**src/rtl/region_attr_sender.sv**
```systemverilog
`default_nettype none
// =============================================================================
// region_attr_sender: walks every page of every bank and emits one resolved
// region attribute per page. Optional REGION_ATTR_SENDER_PARITY_EN adds attr_par_o.
// Revision: 1.0
// =============================================================================
module region_attr_sender #(
    parameter int NumBanks     = 2,
    parameter int PagesPerBank = 64,
    parameter int NumRegions   = 4,
    localparam int TotPages    = NumBanks * PagesPerBank,
    localparam int PW          = $clog2(TotPages),
    localparam int IW          = (NumRegions > 1) ? $clog2(NumRegions) : 1,
    localparam int BW          = (NumBanks > 1) ? $clog2(NumBanks) : 1,
    localparam int PGW         = (PagesPerBank > 1) ? $clog2(PagesPerBank) : 1
) (
    input  logic           clk_i,
    input  logic           rst_ni,
    input  logic           cfg_we_i,
    input  logic [IW-1:0]  cfg_idx_i,
    input  logic [PW-1:0]  cfg_base_i,
    input  logic [PW:0]    cfg_size_i,
    input  logic [1:0]     cfg_phase_i,
    input  logic [3:0]     cfg_en_i,
    output logic           cfg_err_o,
    input  logic           start_i,
    output logic           busy_o,
    output logic           done_o,
    output logic           attr_valid_o,
    input  logic           attr_ready_i,
    output logic [5:0]     attr_o,
`ifdef REGION_ATTR_SENDER_PARITY_EN
    output logic           attr_par_o,
`endif
    output logic [BW-1:0]  bank_o,
    output logic [PGW-1:0] page_o
);

    localparam logic [1:0]     PH_NONE      = 2'b10;
    localparam logic [3:0]     EN_TRUE      = 4'h6;
    localparam logic [3:0]     EN_FALSE     = 4'h9;
    localparam logic [5:0]     DEFAULT_ATTR = {PH_NONE, EN_FALSE};
    localparam logic [BW-1:0]  LAST_BANK    = BW'(NumBanks - 1);
    localparam logic [PGW-1:0] LAST_PAGE    = PGW'(PagesPerBank - 1);

    typedef enum logic [1:0] {
        IDLE = 2'd0,
        SEND = 2'd1,
        DONE = 2'd2
    } state_e;

    state_e         state_q;
    logic           valid_q;
    logic           done_q;
    logic           err_q;
    logic [5:0]     attr_q;
    logic [BW-1:0]  bank_q;
    logic [PGW-1:0] page_q;

    logic [PW-1:0]  base_q  [NumRegions];
    logic [PW:0]    size_q  [NumRegions];
    logic [1:0]     phase_q [NumRegions];
    logic [3:0]     en_q    [NumRegions];
    logic [PW-1:0]  base_d  [NumRegions];
    logic [PW:0]    size_d  [NumRegions];
    logic [1:0]     phase_d [NumRegions];
    logic [3:0]     en_d    [NumRegions];

    logic           busy;
    logic           en_legal;
    logic           wr_ok;
    logic           fire;
    logic           last;
    logic           load;
    logic [BW-1:0]  bank_d;
    logic [PGW-1:0] page_d;
    logic [PW:0]    gpage_d;
    logic [5:0]     attr_d;

    assign busy     = (state_q != IDLE);
    assign en_legal = (cfg_en_i == EN_TRUE) || (cfg_en_i == EN_FALSE);
    assign wr_ok    = cfg_we_i && !busy;
    assign fire     = valid_q && attr_ready_i;
    assign last     = (bank_q == LAST_BANK) && (page_q == LAST_PAGE);

    // Next table contents; resolution uses these so a write alongside start_i is seen
    always_comb begin
        for (int i = 0; i < NumRegions; i++) begin
            base_d[i]  = base_q[i];
            size_d[i]  = size_q[i];
            phase_d[i] = phase_q[i];
            en_d[i]    = en_q[i];
        end
        if (wr_ok) begin
            base_d[cfg_idx_i]  = cfg_base_i;
            size_d[cfg_idx_i]  = cfg_size_i;
            phase_d[cfg_idx_i] = cfg_phase_i;
            en_d[cfg_idx_i]    = en_legal ? cfg_en_i : EN_FALSE;
        end
    end

    always_comb begin
        load   = 1'b0;
        bank_d = bank_q;
        page_d = page_q;
        if (state_q == IDLE && start_i) begin
            load   = 1'b1;
            bank_d = '0;
            page_d = '0;
        end else if (state_q == SEND && fire && !last) begin
            load = 1'b1;
            if (page_q == LAST_PAGE) begin
                page_d = '0;
                bank_d = bank_q + 1'b1;
            end else begin
                page_d = page_q + 1'b1;
            end
        end
    end

    assign gpage_d = (PW+1)'(bank_d) * (PW+1)'(PagesPerBank) + (PW+1)'(page_d);

    // Highest index evaluated first so the lowest matching index wins; the
    // subtraction form keeps the upper-bound test exact without any wrap.
    always_comb begin
        attr_d = DEFAULT_ATTR;
        for (int i = NumRegions - 1; i >= 0; i--) begin
            if (size_d[i] != '0 && gpage_d >= {1'b0, base_d[i]} &&
                (gpage_d - {1'b0, base_d[i]}) < size_d[i]) begin
                attr_d = {phase_d[i], en_d[i]};
            end
        end
    end

    always_ff @(posedge clk_i or negedge rst_ni) begin
        if (!rst_ni) begin
            for (int i = 0; i < NumRegions; i++) begin
                base_q[i]  <= '0;
                size_q[i]  <= '0;
                phase_q[i] <= PH_NONE;
                en_q[i]    <= EN_FALSE;
            end
        end else begin
            for (int i = 0; i < NumRegions; i++) begin
                base_q[i]  <= base_d[i];
                size_q[i]  <= size_d[i];
                phase_q[i] <= phase_d[i];
                en_q[i]    <= en_d[i];
            end
        end
    end

    always_ff @(posedge clk_i or negedge rst_ni) begin
        if (!rst_ni) begin
            state_q <= IDLE;
            valid_q <= 1'b0;
            done_q  <= 1'b0;
            err_q   <= 1'b0;
            attr_q  <= DEFAULT_ATTR;
            bank_q  <= '0;
            page_q  <= '0;
        end else begin
            err_q  <= cfg_we_i && (busy || !en_legal);
            done_q <= 1'b0;
            case (state_q)
                IDLE: begin
                    if (start_i) begin
                        state_q <= SEND;
                        valid_q <= 1'b1;
                    end
                end
                SEND: begin
                    if (fire && last) begin
                        state_q <= DONE;
                        valid_q <= 1'b0;
                        done_q  <= 1'b1;
                    end
                end
                DONE: begin
                    state_q <= IDLE;
                end
                default: begin
                    state_q <= IDLE;
                    valid_q <= 1'b0;
                end
            endcase
            if (load) begin
                attr_q <= attr_d;
                bank_q <= bank_d;
                page_q <= page_d;
            end
        end
    end

`ifdef REGION_ATTR_SENDER_PARITY_EN
    logic par_q;

    always_ff @(posedge clk_i or negedge rst_ni) begin
        if (!rst_ni) begin
            par_q <= ~^DEFAULT_ATTR;
        end else if (load) begin
            par_q <= ~^attr_d;
        end
    end

    assign attr_par_o = par_q;
`else
`endif

    assign cfg_err_o    = err_q;
    assign busy_o       = busy;
    assign done_o       = done_q;
    assign attr_valid_o = valid_q;
    assign attr_o       = attr_q;
    assign bank_o       = bank_q;
    assign page_o       = page_q;

endmodule
`default_nettype wire

```
**config.mk**
```make
export PLATFORM = sky130hd
export DESIGN_NAME = region_attr_sender
export DESIGN_NICKNAME = d
export VERILOG_FILES = /design/src/rtl/region_attr_sender.sv
export SDC_FILE = /design/constraint.sdc
export NUM_CORES = 1
export LEC_CHECK = 0
export ABC_CLOCK_PERIOD_IN_PS = 17400
export CAP_MARGIN = 5
export CORE_ASPECT_RATIO = 0.7
export CORE_MARGIN = 2
export CORE_UTILIZATION = 43
export CTS_CLUSTER_SIZE = 14
export DETAILED_ROUTE_END_ITERATION = 10
export SLEW_MARGIN = 0
export SYNTH_ARGS = -nofsm -noshare
export SYNTH_HDL_FRONTEND = slang
export SYNTH_SLANG_ARGS = --single-unit
```
**constraint.sdc**
```tcl
create_clock -name clk_i -period 17.4 [get_ports clk_i]
set_clock_uncertainty 0.2 [all_clocks]
set_input_delay 2.61 -clock clk_i [delete_from_list [all_inputs] [get_ports clk_i]]
set_output_delay 2.61 -clock clk_i [all_outputs]
set_load 0.05 [all_outputs]
```
Word-level counts from Yosys, hierarchy flattened --
Cells that the tools add are included.
Operators by class: $add $sub $neg 7, $lt $le $gt $ge 10, equality and inequality tests 7, multiplexer cells 37, bitwise operators 2, reduce and logical (&&, ||, !) cells 30
Operators by type and width (count):
- $mux 6 | 7
- $bwmux 32 | 1
- $ge 8x7->1 | 4
- $lt 8x8->1 | 4
- $mux 32 | 1
- $reduce_bool 8->1 | 4
- $sub 8x7->8 | 4
- $bwmux 28 | 1
- $mux 28 | 1
- $logic_and 1x1->1 | 17
- $bwmux 16 | 1
- $demux 8 s2 | 1
- $mux 16 | 1
- $mux 8 | 2
- $demux 7 s2 | 1
- $mux 1 | 9
- $add 7x6->8 | 1
- $bwmux 8 | 1
- $demux 4 s2 | 1
- $mux 4 | 2
- $mux 7 | 1
- $add 6x1->6 const B | 1
- $eq 6x6->1 const B | 1
- $mux 2 | 3
- 20 further kinds | 23
Word-level totals: register bits 102, input bits 28, output and inout port bits 17, word-level logic and storage cells 116

Depth between registers and ports, before layout --
depth in word-level cells 14, gate-level depth with buffers 27, depth with buffers taken out 26

Worst setup path before layout --
OpenSTA, ideal clock, no wires.
kind in2reg, start input start_i, end register attr_q[4], in the netlist attr_o[4], library setup time 80 ps, arrival time 6897 ps, required time 17120 ps, setup slack 10222 ps, cell stages on the path 20, buffers on the path 1, cells stage by stage or3b_1 buf_2 nand2_1 o21ai_0 ha_1 nor2b_1 o21ai_0 a21boi_0 o21ai_0 nand2b_1 a21o_1 a21oi_1 ha_1 nand4_1 nor2_1 a2111o_1 nor4_1 inv_1 a311o_1 o211ai_2
Between the ends: word-level cells in the longest chain between the ends 10, elaborated cells on any way between the ends 29, those cells by class 5 x add/sub; 8 x order compare; 7 x mux; 9 x reduce/logical
RTL lines:
- start: declaration | line 26 | input logic start_i,
- $logic_and 1x1->1 * | line 106 | if (state_q == IDLE && start_i) begin
- $mux 6 * | line 106
- $add 7x6->8 * | line 121 | assign gpage_d = (PW+1)'(bank_d) * (PW+1)'(PagesPerBank) + (PW+1)'(page_d);
- net gpage_d[1] | line 77 | logic [PW:0] gpage_d;
- $sub 8x7->8 / $ge 8x7->1 (equally long branches) | line 129, 128
- $lt 8x8->1 / $logic_and 1x1->1 (equally long branches) | line 129, 128
- $logic_and 1x1->1 | line 128 | if (size_d[i] != '0 && gpage_d >= {1'b0, base_d[i]} &&
- $mux 6 (3 in series) | line 128
- $mux 6 * | line 128
- end signal: assignment | line 188 | attr_q <= attr_d;
- end: declaration | line 56 | logic [5:0] attr_q;
Mark *: on every way through the listed nets, which the timed path passes. The rest lies on a longest branch. A chain may end at the register's enable or synchronous reset.

Final worst setup path --
start input cfg_idx_i[0], end register attr_q[4], in the netlist attr_o[4]
Between the ends: word-level cells in the longest chain between the ends 14, elaborated cells on any way between the ends 44, those cells by class 4 x add/sub; 10 x order compare; 16 x mux; 1 x bitwise; 13 x reduce/logical
RTL lines:
- start: declaration | line 20 | input logic [IW-1:0] cfg_idx_i,
- $not 2->3 (not written as such) * | line 95, 96, 97
- $ge 3x3->1 (not written as such) / $lt 3x1->1 (equally long branches) | line 95, 96, 97
- $logic_and 1x1->1 (not written as such) | line 95, 96, 97
- $mux 7 (not written as such) / $mux 8 (equally long branches) | line 95, 96
- $demux 7 s2 / $demux 8 s2 (equally long branches) | line 95, 96
- $bwmux 28 / $bwmux 32 (equally long branches) | line 95, 96
- $mux 28 / $mux 32 (equally long branches) | line 94 | if (wr_ok) begin
- $sub 8x7->8, or another cell as far along | line 129 | (gpage_d - {1'b0, base_d[i]}) < size_d[i]) begin
- $lt 8x8->1 / $logic_and 1x1->1 (equally long branches) | line 129, 128
- $logic_and 1x1->1 | line 128
- $mux 6 (3 in series) | line 128
- $mux 6 * | line 128
Mark *: on every way between the ends. The rest lies on a longest branch, timed or not.

==> results.cfg <==
[place]
placed_area_um2 = 7170
hpwlAfterDp_um = 13400
place_inst = 918
numPortBuffers = 44
gp_congestion = 0.887

[timing]
finalHoldViolCount = 0
setup_viol = 0
slew-limit-headroom = 0.216
timing.fmax_ghz = 0.119
rsz0062_at_grt = no
tightestPinTransition_ns = 1.17
min_period_over_period = 0.482
min_period_ns = 8.39
whs_ns = 0.280
slew_violations = 0
tns_ns = 0

[setup_path]
criticalPathCategory = input pin to register
r2r_setup_slack_ns = 11.06
cp-start-kind = input pin
r2r_cells = 23
cp.required_ns = 17.45
cp.arrival_ns = 8.44
critPathCaptureType = register
cp_max_fo = 20
slowest_delay_ns = 0.87
cp_slowest_cell = clkdlybuf4s50_1
startpoint = cfg_idx_i[0]
crit_chain = clkdlybuf4s50_1 > and4bb_2 > nand2_1 > mux2i_1 > ha_1 > nor2b_1 > o21ai_0 > a21boi_0 > o21ai_0 > nand2b_1 > a21o_1 > a21oi_1 > ha_1 > nand4_1 > nor2_1 > a2111o_1 > nor4_1 > buf_4 > inv_1 > a311o_1 > o211ai_2
r2r_start = page_o[0]

[synthesis]
synth_common_cells = nand2_1 (91), dfrtp_1 (87), inv_1 (78)
synth_warnings = 0
ys_top_cells_by_area = dfrtp_1 (33%), ha_1 (11%), dfstp_2 (6.0%)
synth-simple-area-share = 0.169
synth_ff_type = dfrtp_1
synth_edf_count = 0
ys_ff_latch = 102
synth_top_cell_area_share = 0.334
yosys.area_share.adder = 0.123
netlist_area_um2 = 6520
synth_top_family_by_area = simple AND/OR/NAND/NOR gates
synth_xor_area_frac = 0.0253
ys_seq_area_frac = 0.394
synth.most_common_cell = nand2_1
synth_nets = 776
synthMuxAreaShare = 0.0819
yosys.area.top_type = dfrtp_1
yosys.cell_types.count = 79
synth_compound_area_frac = 0.147
synth_cells = 688
syn_area_per_cell_um2 = 9.48
async_reset_ff_frac = 1.00

[global_route]
grtUsageTotal = 0.232
grt_overflow = 0
grt_first_pass_wirelength_um = 28600
grt_max_degree = 69
grt_pass1_vias = 5214
grt_antenna_before_repair = 0

[power]
pwr-share-clk = 0.186
pwr-share-seq = 0.256
ir_drop_mv = 0.0877
switching_share = 0.422
p_leak_nw = 3.59
total_power_mw = 1.12
pwr-share-comb = 0.558
switchingPower_mw = 0.474
p_int_mw = 0.650
p_per_area_nw_per_um2 = 150

[clock_tree]
cts-resized-gates = 0
post-cts-setup-buffers = 0
htreeDepth = 3
clk_latency_ns = 0.34
cts_sinks = 102
root_buffer = clkbuf_16
holdBufCountCts = 0
clock_path_buffers = 2
numCtsBuffers = 9
path_clk_slew_ns = 0.07
cts_tree = done

[final_layout]
fillers = 1341
fin_nets = 822
drive_above_1_share = 0.124
final_area_um2 = 7490
n_antenna_cell = 0
syn_to_final_growth_pct = 14.8
stdcell_count = 934

[die]
rows = 37
die_h_um = 107
core_um2 = 14800
start_util = 0.442
dieArea_um2 = 16200
fp.dieW_um = 151
io-pin-count = 45

[route]
drtIter0Drc = 363
wl_um = 17800
wl_per_cell_um = 19.1
vias_per_cell = 5.61
via_count = 5238
dr.pass1.iters = 5
ant_nets = 0
drcViolationCount = 0

[hold_path]
min_path_cells = 2
hold_path_class = register to register
min_from = base_q[19]

[run_status]
status = complete, no violations

[flow_run]
cap_violations = 0
[sequential cells by signal, summed over array words and instances, names as in the netlist]
name	cells
page_o	6
attr_o	6
base_q	28
done_o	1
attr_valid_o	1
state_q	2
cfg_err_o	1
en_q	16
bank_o	1
phase_q	8
size_q	32
[metal layers]
metal,GRT usage,wire length (um),part of all wire,up-vias
met5,0,0,0,-
met4,0.0434,240,0.013,0
met3,0.0460,895,0.050,16
met2,0.348,7680,0.43,131
met1,0.346,9030,0.51,2591
li1,-,-,-,2500
[path summary, 6_finish.rpt]
| kind | end |
|---|---|
| max reg2reg | attr_o[2] |
| max in group asynchronous | en_q[5] |
| min | base_q[19] |
| min reg2reg | base_q[19] |
| max | attr_o[4] |
| min in group asynchronous | size_q[15] |
[layout make-up]
type                       count  area [um2]  area share
clock buffer                  15         312      0.0416
clock inverter                 1        5.00    0.000668
inverter                      78         293      0.0391
multi-input combinational    490        3560       0.475
sequential                   102        2570       0.343
tap                          195         244      0.0326
timing repair buffer          53         505      0.0675
[layout by cell type (no fill, tap or decap), drive strengths merged, types with 5 or more instances in the layout]
cell and instances:
xnor2 10, nand4 7, mux2 27, nor2 48, o211ai 9, xor2 8
nor4 11, a21oi 34, a31oi 9, mux2i 23, clkdlybuf4s50 43, dfrtp 87
a211o 5, nor2b 7, clkbuf 15, inv 78, a211oi 7, o21a 5
ha 56, and2 5, buf 10, o21ai 36, dfstp 15, nand2 92
nand3 17, a21o 10
[power groups by stage]
stage          Sequential, mW  Clock [mW]  Combinational [mW]
3_3_place_gp            0.291           0               0.599
2_1_floorplan           0.332           0               0.408
5_1_grt                 0.292       0.224               0.693
4_1_cts                 0.288       0.214               0.620
6_report                0.288       0.209               0.628
3_5_place_dp            0.292           0               0.614
[through the flow]
stage | util | worst slack (ns)
floorplan | - | 10.22
global placement | 0.486 | 8.94
detailed placement | 0.486 | 8.71
CTS | 0.507 | 9.03
global route | 0.507 | 8.68
finish | 0.507 | 9.01
[kinds of logic after synthesis]
logic type,count (synthesis)
buf+inv,96
compound gates,139
simple gates,221
fa+ha+maj,62
flops,102
xor+xnor,18
mux,50
[critical path, delay by kind of cell]
family	cells	cell delay [ns]
compound gates	8	1.81
fa+ha+maj	2	0.59
buf+inv	3	1.27
mux	1	0.52
simple gates	7	1.61
Note: power is estimated with default switching activity, not from simulation.
